### src/rtl/ex_stage_pkg.sv
// Shared widths, ID/EX field layout and divider state encoding for the MIPS execute stage.
package ex_stage_pkg;

    localparam int STALL_W      = 6;
    localparam int ID_TO_EX_WD  = 159;
    localparam int EX_TO_MEM_WD = 76;
    localparam int EX_TO_RF_WD  = 38;
    localparam int HILO_WD      = 65;

    localparam logic [5:0] FUNC_DIV  = 6'b011010;
    localparam logic [5:0] FUNC_DIVU = 6'b011011;

    typedef enum logic [1:0] {
        DIV_IDLE = 2'd0,
        DIV_RUN  = 2'd1,
        DIV_DONE = 2'd2
    } div_state_t;

    typedef struct packed {
        logic [31:0] pc;
        logic [31:0] inst;
        logic [11:0] alu_op;
        logic [2:0]  sel_alu_src1;
        logic [3:0]  sel_alu_src2;
        logic        data_ram_en;
        logic [3:0]  data_ram_wen;
        logic        rf_we;
        logic [4:0]  rf_waddr;
        logic        sel_rf_res;
        logic [31:0] rdata1;
        logic [31:0] rdata2;
    } id_to_ex_t;

    function automatic logic is_div_func(input logic [5:0] opcode, input logic [5:0] func);
        return (opcode == 6'd0) && ((func == FUNC_DIV) || (func == FUNC_DIVU));
    endfunction

endpackage

### src/rtl/ex_stage_if.sv
// Decode/EX/MEM-facing buses of the execute stage, grouped for port connection.
interface ex_stage_if;
    import ex_stage_pkg::*;

    logic [ID_TO_EX_WD-1:0]  id_to_ex_bus;
    logic [EX_TO_MEM_WD-1:0] ex_to_mem_bus;
    logic [EX_TO_RF_WD-1:0]  ex_to_rf_bus;
    logic [HILO_WD-1:0]      ex_hilo_bus;
    logic                    data_sram_en;
    logic [3:0]              data_sram_wen;
    logic [31:0]             data_sram_addr;
    logic [31:0]             data_sram_wdata;
    logic                    stallreq_for_ex;

    modport master (
        input  id_to_ex_bus,
        output ex_to_mem_bus, ex_to_rf_bus, ex_hilo_bus,
        output data_sram_en, data_sram_wen, data_sram_addr, data_sram_wdata,
        output stallreq_for_ex
    );

    modport slave (
        output id_to_ex_bus,
        input  ex_to_mem_bus, ex_to_rf_bus, ex_hilo_bus,
        input  data_sram_en, data_sram_wen, data_sram_addr, data_sram_wdata,
        input  stallreq_for_ex
    );

endinterface

### src/rtl/ex_stage_div_iter.sv
// 32-step radix-2 restoring divider for DIV/DIVU; operands are magnitudes, signs fixed on output.
module div_iter
    import ex_stage_pkg::*;
(
    input  logic        clk,
    input  logic        rst,
    input  logic        start,
    input  logic        signed_op,
    input  logic        ack,
    input  logic [31:0] a,
    input  logic [31:0] b,
    output logic        busy,
    output logic        done,
    output logic [31:0] q,
    output logic [31:0] r
);

    div_state_t  state_q, state_d;
    logic [4:0]  count_q, count_d;
    logic [63:0] rq_q, rq_d;
    logic [31:0] dvsr_q, dvsr_d;
    logic        qneg_q, qneg_d;
    logic        rneg_q, rneg_d;
    logic [31:0] abs_a, abs_b;
    logic [32:0] trial;

    always_comb begin
        state_d = state_q;
        count_d = count_q;
        rq_d    = rq_q;
        dvsr_d  = dvsr_q;
        qneg_d  = qneg_q;
        rneg_d  = rneg_q;
        busy    = 1'b0;
        done    = 1'b0;
        abs_a   = (signed_op && a[31]) ? -a : a;
        abs_b   = (signed_op && b[31]) ? -b : b;
        // Remainder (33 bits after the shift) against divisor; bit 32 set means borrow.
        trial   = rq_q[63:31] - {1'b0, dvsr_q};
        case (state_q)
            DIV_IDLE: begin
                if (start) begin
                    busy    = 1'b1;
                    count_d = 5'd0;
                    if (b != 32'd0) begin
                        rq_d    = {32'd0, abs_a};
                        dvsr_d  = abs_b;
                        qneg_d  = signed_op & (a[31] ^ b[31]);
                        rneg_d  = signed_op & a[31];
                        state_d = DIV_RUN;
                    end else begin
                        rq_d    = {a, 32'hFFFF_FFFF};
                        qneg_d  = 1'b0;
                        rneg_d  = 1'b0;
                        state_d = DIV_DONE;
                    end
                end
            end
            DIV_RUN: begin
                busy = 1'b1;
                if (trial[32]) rq_d = {rq_q[62:0], 1'b0};
                else           rq_d = {trial[31:0], rq_q[30:0], 1'b1};
                count_d = count_q + 5'd1;
                if (count_q == 5'd31) state_d = DIV_DONE;
            end
            DIV_DONE: begin
                done = 1'b1;
                if (ack) state_d = DIV_IDLE;
            end
            default: state_d = DIV_IDLE;
        endcase
        q = qneg_q ? -rq_q[31:0]  : rq_q[31:0];
        r = rneg_q ? -rq_q[63:32] : rq_q[63:32];
    end

    always_ff @(posedge clk or negedge rst) begin
        if (!rst) begin
            state_q <= DIV_IDLE;
            count_q <= 5'd0;
            rq_q    <= 64'd0;
            dvsr_q  <= 32'd0;
            qneg_q  <= 1'b0;
            rneg_q  <= 1'b0;
        end else begin
            state_q <= state_d;
            count_q <= count_d;
            rq_q    <= rq_d;
            dvsr_q  <= dvsr_d;
            qneg_q  <= qneg_d;
            rneg_q  <= rneg_d;
        end
    end

endmodule

### src/rtl/ex_stage.sv
// MIPS execute stage: ID/EX register, operand select, 12-op ALU, data-SRAM request,
// iterative divider and the EX->MEM / bypass / HI-LO buses.
module ex_stage
    import ex_stage_pkg::*;
(
    input  logic               clk,
    input  logic               rst,
    input  logic [STALL_W-1:0] stall,
    ex_stage_if.master         bus
);

    id_to_ex_t   id_ex_q, id_ex_d;
    logic [31:0] imm_sext, imm_zext;
    logic [31:0] src1, src2, ex_result;
    logic [4:0]  sh;
    logic        slt_res, sltu_res;
    logic        div_busy, div_done;
    logic [31:0] div_q, div_r;
    logic        unused_ok;

    // Stopped here while MEM moves on: insert a bubble (all-zero is a NOP).
    always_comb begin
        id_ex_d = id_ex_q;
        if (stall[2] && !stall[3]) id_ex_d = '0;
        else if (!stall[2])        id_ex_d = id_to_ex_t'(bus.id_to_ex_bus);
    end

    always_ff @(posedge clk or negedge rst) begin
        if (!rst) id_ex_q <= '0;
        else      id_ex_q <= id_ex_d;
    end

    always_comb begin
        imm_sext = {{16{id_ex_q.inst[15]}}, id_ex_q.inst[15:0]};
        imm_zext = {16'd0, id_ex_q.inst[15:0]};
        src1 = ({32{id_ex_q.sel_alu_src1[0]}} & id_ex_q.rdata1)
             | ({32{id_ex_q.sel_alu_src1[1]}} & id_ex_q.pc)
             | ({32{id_ex_q.sel_alu_src1[2]}} & {27'd0, id_ex_q.inst[10:6]});
        src2 = ({32{id_ex_q.sel_alu_src2[0]}} & id_ex_q.rdata2)
             | ({32{id_ex_q.sel_alu_src2[1]}} & imm_sext)
             | ({32{id_ex_q.sel_alu_src2[2]}} & 32'd8)
             | ({32{id_ex_q.sel_alu_src2[3]}} & imm_zext);
        sh       = src1[4:0];
        slt_res  = $signed(src1) < $signed(src2);
        sltu_res = src1 < src2;
        ex_result = ({32{id_ex_q.alu_op[11]}} & (src1 + src2))
                  | ({32{id_ex_q.alu_op[10]}} & (src1 - src2))
                  | ({32{id_ex_q.alu_op[9]}}  & {31'd0, slt_res})
                  | ({32{id_ex_q.alu_op[8]}}  & {31'd0, sltu_res})
                  | ({32{id_ex_q.alu_op[7]}}  & (src1 & src2))
                  | ({32{id_ex_q.alu_op[6]}}  & ~(src1 | src2))
                  | ({32{id_ex_q.alu_op[5]}}  & (src1 | src2))
                  | ({32{id_ex_q.alu_op[4]}}  & (src1 ^ src2))
                  | ({32{id_ex_q.alu_op[3]}}  & (src2 << sh))
                  | ({32{id_ex_q.alu_op[2]}}  & (src2 >> sh))
                  | ({32{id_ex_q.alu_op[1]}}  & 32'($signed(src2) >>> sh))
                  | ({32{id_ex_q.alu_op[0]}}  & {src2[15:0], 16'd0});
    end

    div_iter u_div (
        .clk       (clk),
        .rst       (rst),
        .start     (is_div_func(id_ex_q.inst[31:26], id_ex_q.inst[5:0])),
        .signed_op (id_ex_q.inst[5:0] == FUNC_DIV),
        .ack       (!stall[2]),
        .a         (id_ex_q.rdata1),
        .b         (id_ex_q.rdata2),
        .busy      (div_busy),
        .done      (div_done),
        .q         (div_q),
        .r         (div_r)
    );

    assign bus.ex_to_mem_bus   = {id_ex_q.pc, id_ex_q.data_ram_en, id_ex_q.data_ram_wen,
                                  id_ex_q.sel_rf_res, id_ex_q.rf_we, id_ex_q.rf_waddr, ex_result};
    assign bus.ex_to_rf_bus    = {id_ex_q.rf_we, id_ex_q.rf_waddr, ex_result};
    assign bus.ex_hilo_bus     = div_done ? {1'b1, div_r, div_q} : '0;
    assign bus.data_sram_en    = id_ex_q.data_ram_en;
    assign bus.data_sram_wen   = id_ex_q.data_ram_wen;
    assign bus.data_sram_addr  = ex_result;
    assign bus.data_sram_wdata = id_ex_q.rdata2;
    assign bus.stallreq_for_ex = div_busy;

    assign unused_ok = ^{id_ex_q.inst[25:16], stall[5:4], stall[1:0]};

endmodule

### src/flat_wrapper.sv
// flat-port wrapper written by rule: the top's interface ports become plain ports
module ex_stage_flat import ex_stage_pkg::*;
  (clk, rst, stall, bus_id_to_ex_bus, bus_ex_to_mem_bus, bus_ex_to_rf_bus, bus_ex_hilo_bus, bus_data_sram_en, bus_data_sram_wen, bus_data_sram_addr, bus_data_sram_wdata, bus_stallreq_for_ex);
  ex_stage_if bus_i ();
  input  logic clk;
  input  logic rst;
  input  logic [STALL_W-1:0] stall;
  input wire logic [$bits(bus_i.id_to_ex_bus)-1:0] bus_id_to_ex_bus;
  output wire logic [$bits(bus_i.ex_to_mem_bus)-1:0] bus_ex_to_mem_bus;
  output wire logic [$bits(bus_i.ex_to_rf_bus)-1:0] bus_ex_to_rf_bus;
  output wire logic [$bits(bus_i.ex_hilo_bus)-1:0] bus_ex_hilo_bus;
  output wire logic [$bits(bus_i.data_sram_en)-1:0] bus_data_sram_en;
  output wire logic [$bits(bus_i.data_sram_wen)-1:0] bus_data_sram_wen;
  output wire logic [$bits(bus_i.data_sram_addr)-1:0] bus_data_sram_addr;
  output wire logic [$bits(bus_i.data_sram_wdata)-1:0] bus_data_sram_wdata;
  output wire logic [$bits(bus_i.stallreq_for_ex)-1:0] bus_stallreq_for_ex;
  assign bus_i.id_to_ex_bus = bus_id_to_ex_bus;
  assign bus_ex_to_mem_bus = bus_i.ex_to_mem_bus;
  assign bus_ex_to_rf_bus = bus_i.ex_to_rf_bus;
  assign bus_ex_hilo_bus = bus_i.ex_hilo_bus;
  assign bus_data_sram_en = bus_i.data_sram_en;
  assign bus_data_sram_wen = bus_i.data_sram_wen;
  assign bus_data_sram_addr = bus_i.data_sram_addr;
  assign bus_data_sram_wdata = bus_i.data_sram_wdata;
  assign bus_stallreq_for_ex = bus_i.stallreq_for_ex;
  ex_stage u_core (.clk(clk), .rst(rst), .stall(stall), .bus(bus_i));
endmodule
### config.mk
export PLATFORM = sky130hd
export DESIGN_NAME = ex_stage_flat
export DESIGN_NICKNAME = d
export VERILOG_FILES = /design/src/rtl/ex_stage_pkg.sv /design/src/rtl/ex_stage_if.sv /design/src/rtl/ex_stage_div_iter.sv /design/src/rtl/ex_stage.sv /design/src/flat_wrapper.sv
export SDC_FILE = /design/constraint.sdc
export NUM_CORES = 1
export LEC_CHECK = 0
export BUFFER_PORTS_ARGS = -buffer_cell sky130_fd_sc_hd__buf_4
export CAP_MARGIN = 20
export CORE_UTILIZATION = 53
export DETAILED_ROUTE_END_ITERATION = 8
export HOLD_SLACK_MARGIN = 0.02
export PLACE_DENSITY = 0.79
export SYNTH_ARGS = -nofsm -noshare
export SYNTH_HDL_FRONTEND = slang
export SYNTH_SLANG_ARGS = --single-unit
### constraint.sdc
create_clock -name clk -period 5.8 [get_ports clk]
set_input_delay 0.58 -clock clk [delete_from_list [all_inputs] [get_ports clk]]
set_output_delay 0.58 -clock clk [all_outputs]
set_load 0.005 [all_outputs]
* After elaboration in Yosys (flattened, before gate mapping)
Index checks and enable logic that the tools add are counted.
** Word-level totals
- Register bits :: 264
- Output and inout port bits :: 249
- Logic and storage cells :: 118
- Input bits :: 167
** Cells by class
- Bitwise logic cells :: 41
- Add/subtract/negate cells :: 8
- Order comparisons :: 2
- Reductions and logical operators :: 14
- Shift-type cells :: 3
- Muxes and demuxes :: 23
- Eq/ne operators :: 9
** Operators with widths (number)
- $or A32 B32 Y32 :: 16
- $and A32 B32 Y32 :: 15
- $mux W159 :: 2
- $mux W64 :: 3
- $mux W32 :: 4
- $neg A32 Y32 :: 4
- $pmux W64 S2 :: 1
- $mux W65 :: 1
- $and A32 B1 Y32 :: 2
- $lt A32 B32 Y1 :: 2
- $sub A33 B32 Y33 :: 1
- $add A32 B32 Y32 :: 1
- $and A32 B16 Y32 :: 1
- $and A32 B5 Y32 :: 1
- $not A32 Y32 :: 1
- $or A32 B4 Y32 :: 1
- $reduce_bool A32 Y1 :: 1
- $shl A32 B5 Y32 :: 1
- $shr A32 B5 Y32 :: 1
- $sshr A32 B5 Y32 :: 1
- $sub A32 B32 Y32 :: 1
- $xor A32 B32 Y32 :: 1
- $eq A6 B5 Y1 const B :: 2
- $pmux W5 S2 :: 1
- other kinds (21) :: 35

* Logic depth before layout (Yosys ltp)
- Depth after elaboration :: 17
- Mapped depth :: 19
- Mapped depth without buffers :: 15

* Modules after synthesis
A second synthesis with hierarchy kept.
** Second synthesis, totals
- Cell total of the unflattened synthesis :: 3542
- Area total of the unflattened synthesis :: 26290.2 um2
** Modules (own cells, without submodules)
- ex_stage :: seq. area each 3728.6 um2, cells an instance 2375, instances 1, area an instance 17136.4 um2
- div_iter :: seq. area each 2627.5 um2, cells an instance 1167, instances 1, area an instance 9153.8 um2

* Worst setup path before layout
OpenSTA, ideal clock, no wires.
- Path kind :: reg2out
- Start point :: reg u_core.id_ex_q[32] in the netlist's numbering
- End point :: out bus_ex_to_mem_bus[30]
- Data arrival time :: 4882 ps
- Cell stages (with the launch flop) :: 18
- Data required time :: 5220 ps
- Setup slack :: 338 ps
- Cell sequence :: dfrtp_1 a222oi_1 clkbuf_1 clkbuf_1 buf_1 ha_1 fa_1 nor2_1 or3_1 a21o_1 a311oi_1 a31oi_1 o311a_1 o22ai_1 o31ai_1 and3_1 or4_1 buf_4
** Between the ends
- Cells in the longest elaborated chain, start to end :: 16
- Elaborated cells on any way between the ends :: 24
- Classes of those cells :: add/sub (2); shift (3); bitwise (19)
** Ends and longest elaborated chain
- from (decl) :: line ex_stage.sv:12 : id_to_ex_t id_ex_q, id_ex_d;
- from (signal assigned) :: line ex_stage.sv:30 : else id_ex_q <= id_ex_d;
- $and A32 B32 Y32 * :: line ex_stage.sv:36 : src1 = ({32{id_ex_q.sel_alu_src1[0]}} & id_ex_q.rdata1)
- $or A32 B32 Y32 * :: line ex_stage.sv:37 : | ({32{id_ex_q.sel_alu_src1[1]}} & id_ex_q.pc)
- $or A32 B32 Y32 * :: line ex_stage.sv:38 : | ({32{id_ex_q.sel_alu_src1[2]}} & {27'd0, id_ex_q.inst[10:6]});
- $add A32 B32 Y32 / $sub A32 B32 Y32 (equally long branches) :: line ex_stage.sv:46, ex_stage.sv:47
- $and A32 B32 Y32, on equally long branches :: line ex_stage.sv:46, ex_stage.sv:47
- $or A32 B32 Y32 :: line ex_stage.sv:47 : | ({32{id_ex_q.alu_op[10]}} & (src1 - src2))
- $or A32 B32 Y32 :: line ex_stage.sv:48 : | ({32{id_ex_q.alu_op[9]}} & {31'd0, slt_res})
- $or A32 B32 Y32 :: line ex_stage.sv:49 : | ({32{id_ex_q.alu_op[8]}} & {31'd0, sltu_res})
- $or A32 B32 Y32 :: line ex_stage.sv:50 : | ({32{id_ex_q.alu_op[7]}} & (src1 & src2))
- $or A32 B32 Y32 :: line ex_stage.sv:51 : | ({32{id_ex_q.alu_op[6]}} & ~(src1 | src2))
- $or A32 B32 Y32 :: line ex_stage.sv:52 : | ({32{id_ex_q.alu_op[5]}} & (src1 | src2))
- $or A32 B32 Y32 :: line ex_stage.sv:53 : | ({32{id_ex_q.alu_op[4]}} & (src1 ^ src2))
- $or A32 B32 Y32 :: line ex_stage.sv:54 : | ({32{id_ex_q.alu_op[3]}} & (src2 << sh))
- $or A32 B32 Y32 :: line ex_stage.sv:55 : | ({32{id_ex_q.alu_op[2]}} & (src2 >> sh))
- $or A32 B32 Y32 * :: line ex_stage.sv:56 : | ({32{id_ex_q.alu_op[1]}} & 32'($signed(src2) >>> sh))
- $or A32 B32 Y32 * :: line ex_stage.sv:57 : | ({32{id_ex_q.alu_op[0]}} & {src2[15:0], 16'd0});
- to (decl) :: line flat_wrapper.sv:9 : output wire logic [$bits(bus_i.ex_to_mem_bus)-1:0] bus_ex_to_mem_bus;
Mark *: on every way between the ends. The rest lies on a longest branch, timed or not.

* Final worst setup path
- Start point :: reg u_core.id_ex_q[32] in the netlist's numbering
- End point :: out bus_ex_to_rf_bus[14]
** Between the ends
- Cells in the longest elaborated chain, start to end :: 16
- Elaborated cells on any way between the ends :: 24
- Classes of those cells :: add/sub (2); shift (3); bitwise (19)
** Ends and longest elaborated chain
- $and A32 B32 Y32 * :: line ex_stage.sv:36
- $or A32 B32 Y32 * :: line ex_stage.sv:37
- $or A32 B32 Y32 * :: line ex_stage.sv:38
- $add A32 B32 Y32 / $sub A32 B32 Y32 (equally long branches) :: line ex_stage.sv:46, ex_stage.sv:47
- $and A32 B32 Y32, on equally long branches :: line ex_stage.sv:46, ex_stage.sv:47
- $or A32 B32 Y32 :: line ex_stage.sv:47
- $or A32 B32 Y32 :: line ex_stage.sv:48
- $or A32 B32 Y32 :: line ex_stage.sv:49
- $or A32 B32 Y32 :: line ex_stage.sv:50
- $or A32 B32 Y32 :: line ex_stage.sv:51
- $or A32 B32 Y32 :: line ex_stage.sv:52
- $or A32 B32 Y32 :: line ex_stage.sv:53
- $or A32 B32 Y32 :: line ex_stage.sv:54
- $or A32 B32 Y32 :: line ex_stage.sv:55
- $or A32 B32 Y32 * :: line ex_stage.sv:56
- $or A32 B32 Y32 * :: line ex_stage.sv:57
- to (decl) :: line flat_wrapper.sv:10 : output wire logic [$bits(bus_i.ex_to_rf_bus)-1:0] bus_ex_to_rf_bus;
Marked as above.

==> results.txt <==
Post-synth ARST share - 100%
Mapped Nets - 3806
unrepaired setup endpoints after global routing - false
sequential-to-total area share from yosys stat - 24.7%
final period utilization - 96.4%
worst-path fanout max - 63
Vias - 26900
CTS tree - done
Final TNS setup - 0 ns
initial DRC count - 3830
syn_area_per_cell - 7.34 um2
crit path time final - 5.59 ns
Mapped Area - 25700 um2
Placed Cells - 4184
gr ovfl total - 0
Hold Path Class - input port to asynchronous set/reset pin
Adder-Cell Fraction of Synth Area - 6.80%
Post-synth EDFFs - 0
peak supply drop - 0.253 mV
clk sinks - 254
maximum clock path buffer count - 3
Synth top cells by count - o21ai_0 (430), nand2_1 (426), inv_1 (294)
post-DR wirelength/cell - 24.0 um
PortBufs - 401
Final Util - 60.7%
DRC Markers - 0
Fmax - 0.179 GHz
WL final - 102000 um
initial core utilization - 53.7%
XOR/XNOR Fraction of Synth Area - 5.35%
Fin. Hold Viols - 0
multiplexer area fraction after synthesis - 6.37%
Synth top area share - 24.7%
synth unique cells - 76
Critical Path Most Common Cell - buf_4
first-pass detailed-route iteration total - 6
Final Non-Filler Cells - 4243
Critical Path End Type - primary output
Die W - 222 um
row cnt - 80
Worst-Margin Slew - 1.11 ns
Slew Viols, Final - 0
ys flop type - dfrtp_1
dominant cell type by area after synthesis - dfrtp_1
Synth Area in Compound Gates - 26.3%
Clock Tree Root - clkbuf_16
family with the most delay on the worst path - compound AO/OA/AOI/OAI gates
number of global-route vias before repair - 24100
Slew headroom - 25.5%
worst path arrival time - 5.01 ns
max_cap viols - 0
first-pass GRT wire length - 152000 um
Die Area - 49400 um2
CTS Buf Count - 29
leakage - 13.5 nW
Worst Skew - 0.0102 ns
Critical Path Source Type - register
crit path kind - register to primary output
hold_buf cts - 0
Clock Latency Late Sink - 0.61 ns
IO Count - 416
share of cells above drive strength 1 - 17.0%
sum of net half-perimeters after detailed placement - 77100 um
slowest stage delay, CP - 0.72 ns
Pwr Density - 314 nW/um2
area added between synthesis and finish - 12.9%
main combinational cell family by area after synthesis - compound AO/OA/AOI/OAI gates
GRT Total Usage - 39.8%
largest net degree at the start of global routing - 150
CP Buf/Inv Count - 4
register bit count reported by yosys - 254
largest cells by area after synthesis - dfrtp_1 (25%), o21ai_0 (8.4%), ha_1 (6.6%)
count leader, synth - o21ai_0
die height - 222 um
post-DR vias/cell - 6.33
final setup violation count - 0
post-route ant nets - 0
Core ar. - 47800 um2
nets - 3908
CP max-delay cell - o21ai_0
CP Depth - 14
initial antenna violation count - 4
Worst Reg-to-Reg Cells - 13
WP data required - 5.22 ns
outcome - finished, final reports clean
CP cell instances - a222oi_1, buf_4, buf_4, buf_6, mux2_2, a21oi_1, nand2_1, o211ai_1, o21ai_0, mux2i_1, a21oi_1, o21ai_0, nand4_1, buf_4
global placer's final weighted congestion - 1.07
Cells after Synth - 3501
synth warn - 0
CTS H-tree lvls - 1
Reg clk slew, reported paths - 0.06 ns
Simple-Gate Fraction of Synth Area - 17.9%
routing by layer:
layer	global-route usage (%)	part of all wire, %
met1	56.8	42
met3	9.12	11
met4	17.2	4.6
met2	57.1	42
met5	0	0.013
flip-flops by register name, indices dropped and copies added (netlist names):
name / count
u_core.bus.data_sram_en: 1
u_core.u_div.count_q: 5
u_core.id_ex_q: 73
u_core.u_div.state_q: 2
u_core.u_div.rq_q: 64
u_core.bus.ex_to_mem_bus: 39
u_core.bus.data_sram_wen: 4
u_core.u_div.dvsr_q: 32
u_core.u_div.qneg_q: 1
u_core.u_div.rneg_q: 1
u_core.bus.data_sram_wdata: 32
report_power, final:
| group | switching [mW] | total [mW] | internal, mW |
|---|---|---|---|
| clock | 0.816 | 1.82 | 1.00 |
| combinational | 2.74 | 4.68 | 1.94 |
| sequential | 0.592 | 2.63 | 2.04 |
per-stage QoR:
step	power, mW	area [um2]	hold slack, ns	worst slack, ns
2_1_floorplan	5.68	25700	0.284	0.338
3_3_place_gp	7.10	28000	0.463	0.597
3_5_place_dp	7.13	28000	0.471	0.485
4_1_cts	8.97	28900	0.0686	0.000898
5_1_grt	9.62	29000	0.0930	0.0326
6_report	9.12	29000	0.0144	0.206
repair_timing:
| item | CTS | global route |
|---|---|---|
| hold endpoints to repair | 0 | 0 |
| gates resized for setup | 5 | 12 |
| setup endpoints to repair | 15 | 39 |
| buffers inserted | 0 | 2 |
| pin swaps | 0 | 3 |
worst register-to-register path, delay by kind of cell (launching register included):
family,cells,cell delay [ns]
buffers and inverters,2,0.44
and+or+nand+nor,9,3.08
AOI/OAI and AO/OA,1,0.09
adders and majority gates,1,0.19
DFF,1,0.49
final timing paths:
| check | start | to | slack [ns] |
|---|---|---|---|
| worst max-delay path | u_core.id_ex_q[32] | bus_ex_to_rf_bus[14] | 0.21 |
| worst min register to register | u_core.u_div.dvsr_q[27] | u_core.u_div.dvsr_q[27] | 0.48 |
| min in group clk | bus_id_to_ex_bus[133] | u_core.bus.ex_to_mem_bus[50] | 0.21 |
| max in group asynchronous | rst | u_core.id_ex_q[94] | 4.42 |
| worst max register to register | u_core.bus.data_sram_wdata[0] | u_core.u_div.rq_q[62] | 1.45 |
| worst min-delay path | rst | u_core.u_div.rq_q[37] | 0.01 |
kinds of logic (layout without fill, tap and decap cells):
family | count (synthesis) | after routing
other cells | 0 | 3
fa+ha+maj | 138 | 138
simple gates | 1007 | 1007
mux | 159 | 159
xor+xnor | 157 | 157
buf+inv | 701 | 825
compound gates | 1085 | 1085
flops | 254 | 254
cell type report:
| cell class | count | area [um2] |
|---|---|---|
| multi-input combinational | 2546 | 16200 |
| tap | 615 | 769 |
| inverter | 295 | 1110 |
| timing repair buffer | 477 | 3640 |
| clock inverter | 9 | 72.6 |
| sequential | 254 | 6360 |
| antenna | 3 | 7.51 |
| clock buffer | 44 | 842 |
| fill | 4372 | 18800 |
layout by cell type, fill, tap and decap left out, types with 21 or more instances in the layout:
master,instances
inv_1,292
buf_4,471
nor2_1,216
a22o_1,46
a31oi_1,26
nand2b_1,30
o211ai_1,33
a211oi_1,52
a21o_1,36
nand3_1,105
o31ai_1,35
a221oi_1,31
nand2_1,423
o21ai_0,429
o22ai_1,21
o21bai_1,21
mux2_2,38
a21oi_1,202
o21a_1,22
xor2_1,96
nor3_1,49
nor2b_1,23
mux2i_1,121
and3_1,38
clkbuf_16,29
xnor2_1,61
a22oi_1,25
ha_1,134
dfrtp_1,253
Power figures use the tool's default switching activity.
